File: src/rtl/led_pkg.sv
// rtl/led_pkg.sv - shared LED matrix constants, arbiter state type and grant encoding
//
// Purpose: constants and types common to the LED frame arbiter and matrix
// controller. No ports.
package led_pkg;

    localparam int LED_ROWS    = 8;
    localparam int LED_COLS    = 8;
    localparam int LED_FRAME_W = LED_ROWS * LED_COLS;

    typedef enum logic [1:0] {
        IDLE = 2'd0,
        OWN0 = 2'd1,
        OWN1 = 2'd2
    } led_state_e;

    // One-hot owner as seen by the outside world; 00 means nobody owns the display.
    function automatic logic [1:0] grant_of(led_state_e s);
        case (s)
            OWN0:    grant_of = 2'b01;
            OWN1:    grant_of = 2'b10;
            default: grant_of = 2'b00;
        endcase
    endfunction

endpackage

File: src/rtl/led_row_counter.sv
// rtl/led_row_counter.sv - row tick counter with wrap and scan-frame boundary pulse
//
// Purpose: counts row-advance ticks modulo ROWS and flags the tick that wraps
// the counter, which is the scan-frame boundary.
// Ports:
//   clk_i      - system clock
//   rst_i      - synchronous active-high reset, dominates tick_i
//   tick_i     - one-cycle row-advance pulse
//   row_cnt_o  - current row index
//   boundary_o - combinational, high in the cycle whose tick wraps the counter
module led_row_counter #(
    parameter int ROWS = 8,
    localparam int CW  = (ROWS > 1) ? $clog2(ROWS) : 1
) (
    input  logic          clk_i,
    input  logic          rst_i,
    input  logic          tick_i,
    output logic [CW-1:0] row_cnt_o,
    output logic          boundary_o
);

    logic [CW-1:0] row_q;
    logic [CW-1:0] row_d;
    logic          last_row;

    assign last_row = (row_q == CW'(ROWS - 1));

    always_comb begin
        row_d = row_q;
        if (tick_i) begin
            row_d = last_row ? '0 : row_q + 1'b1;
        end
    end

    always_ff @(posedge clk_i) begin
        if (rst_i) begin
            row_q <= '0;
        end else begin
            row_q <= row_d;
        end
    end

    // Gated by reset so no accept pulse can escape in a cycle that is being reset.
    assign boundary_o = tick_i && last_row && !rst_i;
    assign row_cnt_o  = row_q;

endmodule

File: src/rtl/led_frame_arbiter.sv
// rtl/led_frame_arbiter.sv - two-producer frame arbiter latching the LED display register at scan boundaries
//
// Purpose: shares the 8x8 LED matrix between the game engine (requester 0) and
// the scroller/test pattern (requester 1). Frames are only latched on a
// scan-frame boundary so the matrix never shows a torn frame.
// Ports:
//   clk, rst          - system clock, synchronous active-high reset
//   tick              - one-cycle row-advance pulse
//   valid0/frame0     - requester 0 pending frame (row-major, bit 8*r+c)
//   ready0            - accept pulse for requester 0, boundary cycle only
//   valid1/frame1     - requester 1 pending frame
//   ready1            - accept pulse for requester 1, boundary cycle only
//   matrixOut         - display register to the matrix controller
//   grant             - one-hot current owner, 00 = none
//   frameStart        - one-cycle pulse in the boundary cycle
module led_frame_arbiter
    import led_pkg::*;
#(
    parameter int ROWS        = LED_ROWS,
    parameter int HOLD_FRAMES = 4
) (
    input  logic                   clk,
    input  logic                   rst,
    input  logic                   tick,
    input  logic                   valid0,
    input  logic [LED_FRAME_W-1:0] frame0,
    output logic                   ready0,
    input  logic                   valid1,
    input  logic [LED_FRAME_W-1:0] frame1,
    output logic                   ready1,
    output logic [LED_FRAME_W-1:0] matrixOut,
    output logic [1:0]             grant,
    output logic                   frameStart
);

    localparam int CW = (ROWS > 1) ? $clog2(ROWS) : 1;
    localparam int HW = (HOLD_FRAMES > 1) ? $clog2(HOLD_FRAMES) : 1;

    led_state_e             state_q, state_d;
    logic [HW-1:0]          hold_q, hold_d;
    logic [LED_FRAME_W-1:0] matrix_q, matrix_d;

    logic                   boundary;
    logic                   hold_sat;
    logic [HW-1:0]          hold_inc;
    // The row index only matters to the matrix controller's scan; the arbiter
    // acts on the boundary pulse alone.
    logic [CW-1:0]          row_cnt_unused;

    led_row_counter #(
        .ROWS(ROWS)
    ) u_row_counter (
        .clk_i      (clk),
        .rst_i      (rst),
        .tick_i     (tick),
        .row_cnt_o  (row_cnt_unused),
        .boundary_o (boundary)
    );

    assign hold_sat = (hold_q >= HW'(HOLD_FRAMES - 1));
    assign hold_inc = hold_sat ? hold_q : hold_q + 1'b1;

    always_comb begin
        state_d  = state_q;
        hold_d   = hold_q;
        matrix_d = matrix_q;
        ready0   = 1'b0;
        ready1   = 1'b0;
        if (boundary) begin
            unique case (state_q)
                IDLE: begin
                    // Requester 0 wins a tie.
                    if (valid0) begin
                        state_d  = OWN0;
                        hold_d   = '0;
                        ready0   = 1'b1;
                        matrix_d = frame0;
                    end else if (valid1) begin
                        state_d  = OWN1;
                        hold_d   = '0;
                        ready1   = 1'b1;
                        matrix_d = frame1;
                    end
                end
                OWN0: begin
                    // The waiting requester takes over once the owner has held
                    // long enough or has nothing new to show.
                    if (valid1 && (hold_sat || !valid0)) begin
                        state_d  = OWN1;
                        hold_d   = '0;
                        ready1   = 1'b1;
                        matrix_d = frame1;
                    end else begin
                        hold_d = hold_inc;
                        if (valid0) begin
                            ready0   = 1'b1;
                            matrix_d = frame0;
                        end
                    end
                end
                OWN1: begin
                    if (valid0 && (hold_sat || !valid1)) begin
                        state_d  = OWN0;
                        hold_d   = '0;
                        ready0   = 1'b1;
                        matrix_d = frame0;
                    end else begin
                        hold_d = hold_inc;
                        if (valid1) begin
                            ready1   = 1'b1;
                            matrix_d = frame1;
                        end
                    end
                end
                default: begin
                    state_d = IDLE;
                    hold_d  = '0;
                end
            endcase
        end
    end

    always_ff @(posedge clk) begin
        if (rst) begin
            state_q  <= IDLE;
            hold_q   <= '0;
            matrix_q <= '0;
        end else begin
            state_q  <= state_d;
            hold_q   <= hold_d;
            matrix_q <= matrix_d;
        end
    end

    assign matrixOut  = matrix_q;
    assign grant      = grant_of(state_q);
    assign frameStart = boundary;

endmodule

File: config.mk
export PLATFORM = sky130hd
export DESIGN_NAME = led_frame_arbiter
export DESIGN_NICKNAME = d
export VERILOG_FILES = /design/src/rtl/led_pkg.sv /design/src/rtl/led_row_counter.sv /design/src/rtl/led_frame_arbiter.sv
export SDC_FILE = /design/constraint.sdc
export NUM_CORES = 1
export LEC_CHECK = 0
export CAP_MARGIN = 20
export CORE_MARGIN = 8
export CORE_UTILIZATION = 60
export CTS_CLUSTER_SIZE = 40
export DETAILED_ROUTE_END_ITERATION = 16
export DONT_BUFFER_PORTS = 1
export PLACE_DENSITY = 0.8
export SKIP_LAST_GASP = 1
export SLEW_MARGIN = 15
export SYNTH_ARGS = -nofsm -noshare
export SYNTH_HDL_FRONTEND = slang
export SYNTH_SLANG_ARGS = --single-unit
File: constraint.sdc
create_clock -name clk -period 5.5 [get_ports clk]
set_input_delay 0.55 -clock clk [delete_from_list [all_inputs] [get_ports clk]]
set_output_delay 0.55 -clock clk [all_outputs]
set_load 0.1 [all_outputs]
==> impl_results.md <==
- PostCTS Resize Cnt: 0
- First-pass GRT wire length: 29000 um
- Crit path cell chain: inv_1, ha_1, buf_4, nand2_1, o221ai_4, o211a_1
- Most common flop cell mapped by yosys: dfxtp_1
- Least-Margin Pin Slew: 1.10 ns
- Reg power frac: 52.0%
- Antenna-violating nets left: 0
- Max Slew Vio Count: 0
- Combinational power share: about a tenth
- Gr ovfl total: 0
- Initial antenna violation count: 0
- Final wirelength: 19200 um
- Syn Std Cell Area: 0.00605 mm2
- Crit path buffers/inverters: 2
- Crit path max-delay family: compound AO/OA/AOI/OAI gates
- CTS Hold Bufs: 0
- Mapped Nets: 904
- Largest net degree at the start of global routing: 137
- Worst Clk Skew: 0.00988 ns
- Synthesis-stage register bit count: 71
- Fin crit period: 2.98 ns
- Die ar.: 0.0136 mm2
- Core area: 0.00977 mm2
- R2r setup slk: 2.94 ns
- Gr usage total: about a quarter
- Clock network fraction of design power: 38.6%
- Clk buf depth: 2
- Crit path DAT: roughly 2.4 ns
- Final nets: 844
- Starting Density: about three fifths
- RSZ-0062 raised after global routing: false
- Worst r2r src: state_q[0]
- Hold Path End: u_row_counter.row_cnt_o[0]
- Vias in the first global route: 5953
- Total negative setup slack: 0 ns
- Hold Crit Depth: 1
- Post-synthesis to final-layout area growth: 1.43%
- Seq/Total Area, Yosys: 23.5%
- Post-CTS setup buffers: 0
- CP startpoint kind: flop
- Final period utilization: 54.2%
- Hold Fails Final Rpt: 0
- Post-synth cell types: 42
- Status: complete, no violations
- Critical path peak fanout: 13
- Clock Sinks: 71
- GPL Wtd Cong: 0.851
- Die width: 116 um
- Worst-Skew Late Latency: 0.36 ns
- Crit path kind: flop to output port
- Slowest CP cell: o211a_1
- Final cell count without fillers: 841
- Cells after Synth: about 770
- Number of I/O pins: 202
- Port Buffers: 0
- Max Clock Freq: 0.335 GHz
- Hold Startpoint: rst
- Die Ht: ~120 um
- TritonCTS clock tree: built
- Max-cap violations: 0
- Drt drc: 0
- Avg WL per Cell: 22.8 um
- Lkg Pwr: around 0.0021 uW
- Inst Count DP: between 800 and 900
- Routed vias: about 6100
- CTS H-tree lvls: 3
- WP data required: 4.95 ns
- CP max stage delay: 0.74 ns
- Ant diodes: 0
- Synth warnings: 0
- Iteration-0 DRC Markers: 665
- Worst ir drop on vdd: about 0.11 mV
- Root buf cell: clkbuf_8
- Ratio of cells with drive above 1 in the final layout: 10.2%
- Hold Crit Class: primary input to flop
- Post-synth EDFFs: 0
- Pwr/cell area: 162 mW/mm2
- P_sw: 244 uW
- Row Count: 36
- P_int: 749 uW
- Max transition margin: a little over a quarter
- Fraction of registers with async set/reset: 0%
- R2R Path End: matrixOut[60]
- Clk slew on worst S/H paths: 0.07 ns
- Syn Area/Cell: 7.91 um2
- Via density: 7.26
- Post-DP HPWL: 12100 um
- Cts bufs inserted: 9
- Final setup viols: 0
- Sw Ratio: 24.5%
- Critical Path Sink Type: output port
- Drt first pass iters: 5
- Fill cell count: 863
- Worst R2R Path Depth: 8
[synth_stat cells (all sizes together), types with 3 or more instances]
cell | number | share of area (%)
inv | 39 | 2.4
a221oi | 31 | 5.3
mux2i | 65 | 11
o21ai | 66 | 5.5
clkbuf | 50 | 3.1
ha | 6 | 1.2
nor2b | 64 | 6.6
nand3 | 35 | 2.9
a21oi | 101 | 8.4
a31oi | 34 | 3.5
buf | 33 | 3.6
o221ai | 33 | 4.8
nor2 | 8 | 0.50
a211oi | 3 | 0.66
and2 | 34 | 3.5
o32ai | 33 | 8.5
nand2 | 37 | 2.3
dfxtp | 71 | 23
[worst max path at each step]
stage / from / to / slack [ns] / cells past startpoint
2_1_floorplan: state_q[0] / ready1 / 1.58 / 5
3_3_place_gp: state_q[1] / ready0 / 2.36 / 5
3_5_place_dp: state_q[1] / ready0 / 2.23 / 5
4_1_cts: state_q[1] / ready0 / 1.83 / 5
5_1_grt: state_q[0] / ready0 / 2.41 / 6
6_report: state_q[0] / ready0 / 2.52 / 6
[flip-flops by register name, indices dropped and copies added, names as in the netlist]
register                 count
state_q                      2
hold_q                       2
matrixOut                   64
u_row_counter.row_cnt_o      3
[area by class of cell]
cell class,instances,area (um2),share of cell area (%)
clock buffers,13,159,2.59
clock inverters,1,5.00,0.0815
inverters,39,146,2.39
multi-input cells,572,4110,67.0
flip-flops and latches,71,1420,23.2
well taps,133,166,2.71
repair buffers,12,130,2.12
[layer usage]
metal | GRT usage [%] | wire length [um] | vias to the layer above
met1 | 27.4 | 6860 | 2941
met5 | 0 | 0 | -
met4 | 11.2 | 431 | 0
met3 | 10.8 | 2640 | 45
met2 | 45.6 | 9220 | 362
li1 | - | - | 2754
[power groups by stage]
stage                     combinational (uW)  clock [uW]  sequential, uW
after detailed placement                92.1           0             528
after global placement                  86.8           0             528
after floorplan                          108           0             528
after CTS                               92.5         391             516
after global routing                     102         408             516
final                                   93.0         384             516
[through the flow]
step | hold slack, ns | area (um2) | util (%) | total power (uW) | setup slack (ns)
CTS | 0.264 | 6080 | 62.2 | 999 | 1.83
detailed placement | 0.507 | 5910 | 60.5 | 620 | 2.23
finish | 0.275 | 6140 | 62.8 | 993 | 2.52
floorplan | 0.465 | 6050 | - | 637 | 1.58
global route | 0.253 | 6140 | 62.8 | 1030 | 2.41
global placement | 0.478 | 5900 | 60.4 | 615 | 2.36
[cells by family (layout without fill, tap and decap cells)]
| kind of cell | Yosys count | in the layout | share of synthesized area (%) |
|---|---|---|---|
| simple gates | 188 | 188 | 17.1 |
| mux | 65 | 65 | 10.8 |
| fa+ha+maj | 6 | 6 | 1.24 |
| compound gates | 313 | 313 | 38.3 |
| flops | 71 | 71 | 23.5 |
| buf+inv | 122 | 65 | 9.08 |
[placed cells by master (no fill, tap or decap), types with 2 or more instances in the layout]
master    instances
a221oi_1         23
nand3_1          35
a21oi_1         101
clkbuf_8         11
a221oi_2          8
clkbuf_1          3
nand2_1          37
ha_1              6
buf_16            2
o21ai_0          66
o311ai_0          2
nor3_1            2
a31oi_1          33
inv_1            38
dfxtp_1          71
o21a_1            2
nor2b_1          64
o221ai_1         32
o32ai_2          30
nor2_1            7
buf_4             8
mux2i_1          65
o32ai_1           3
and2_1           33
Note: power is estimated with default switching activity, not from simulation.
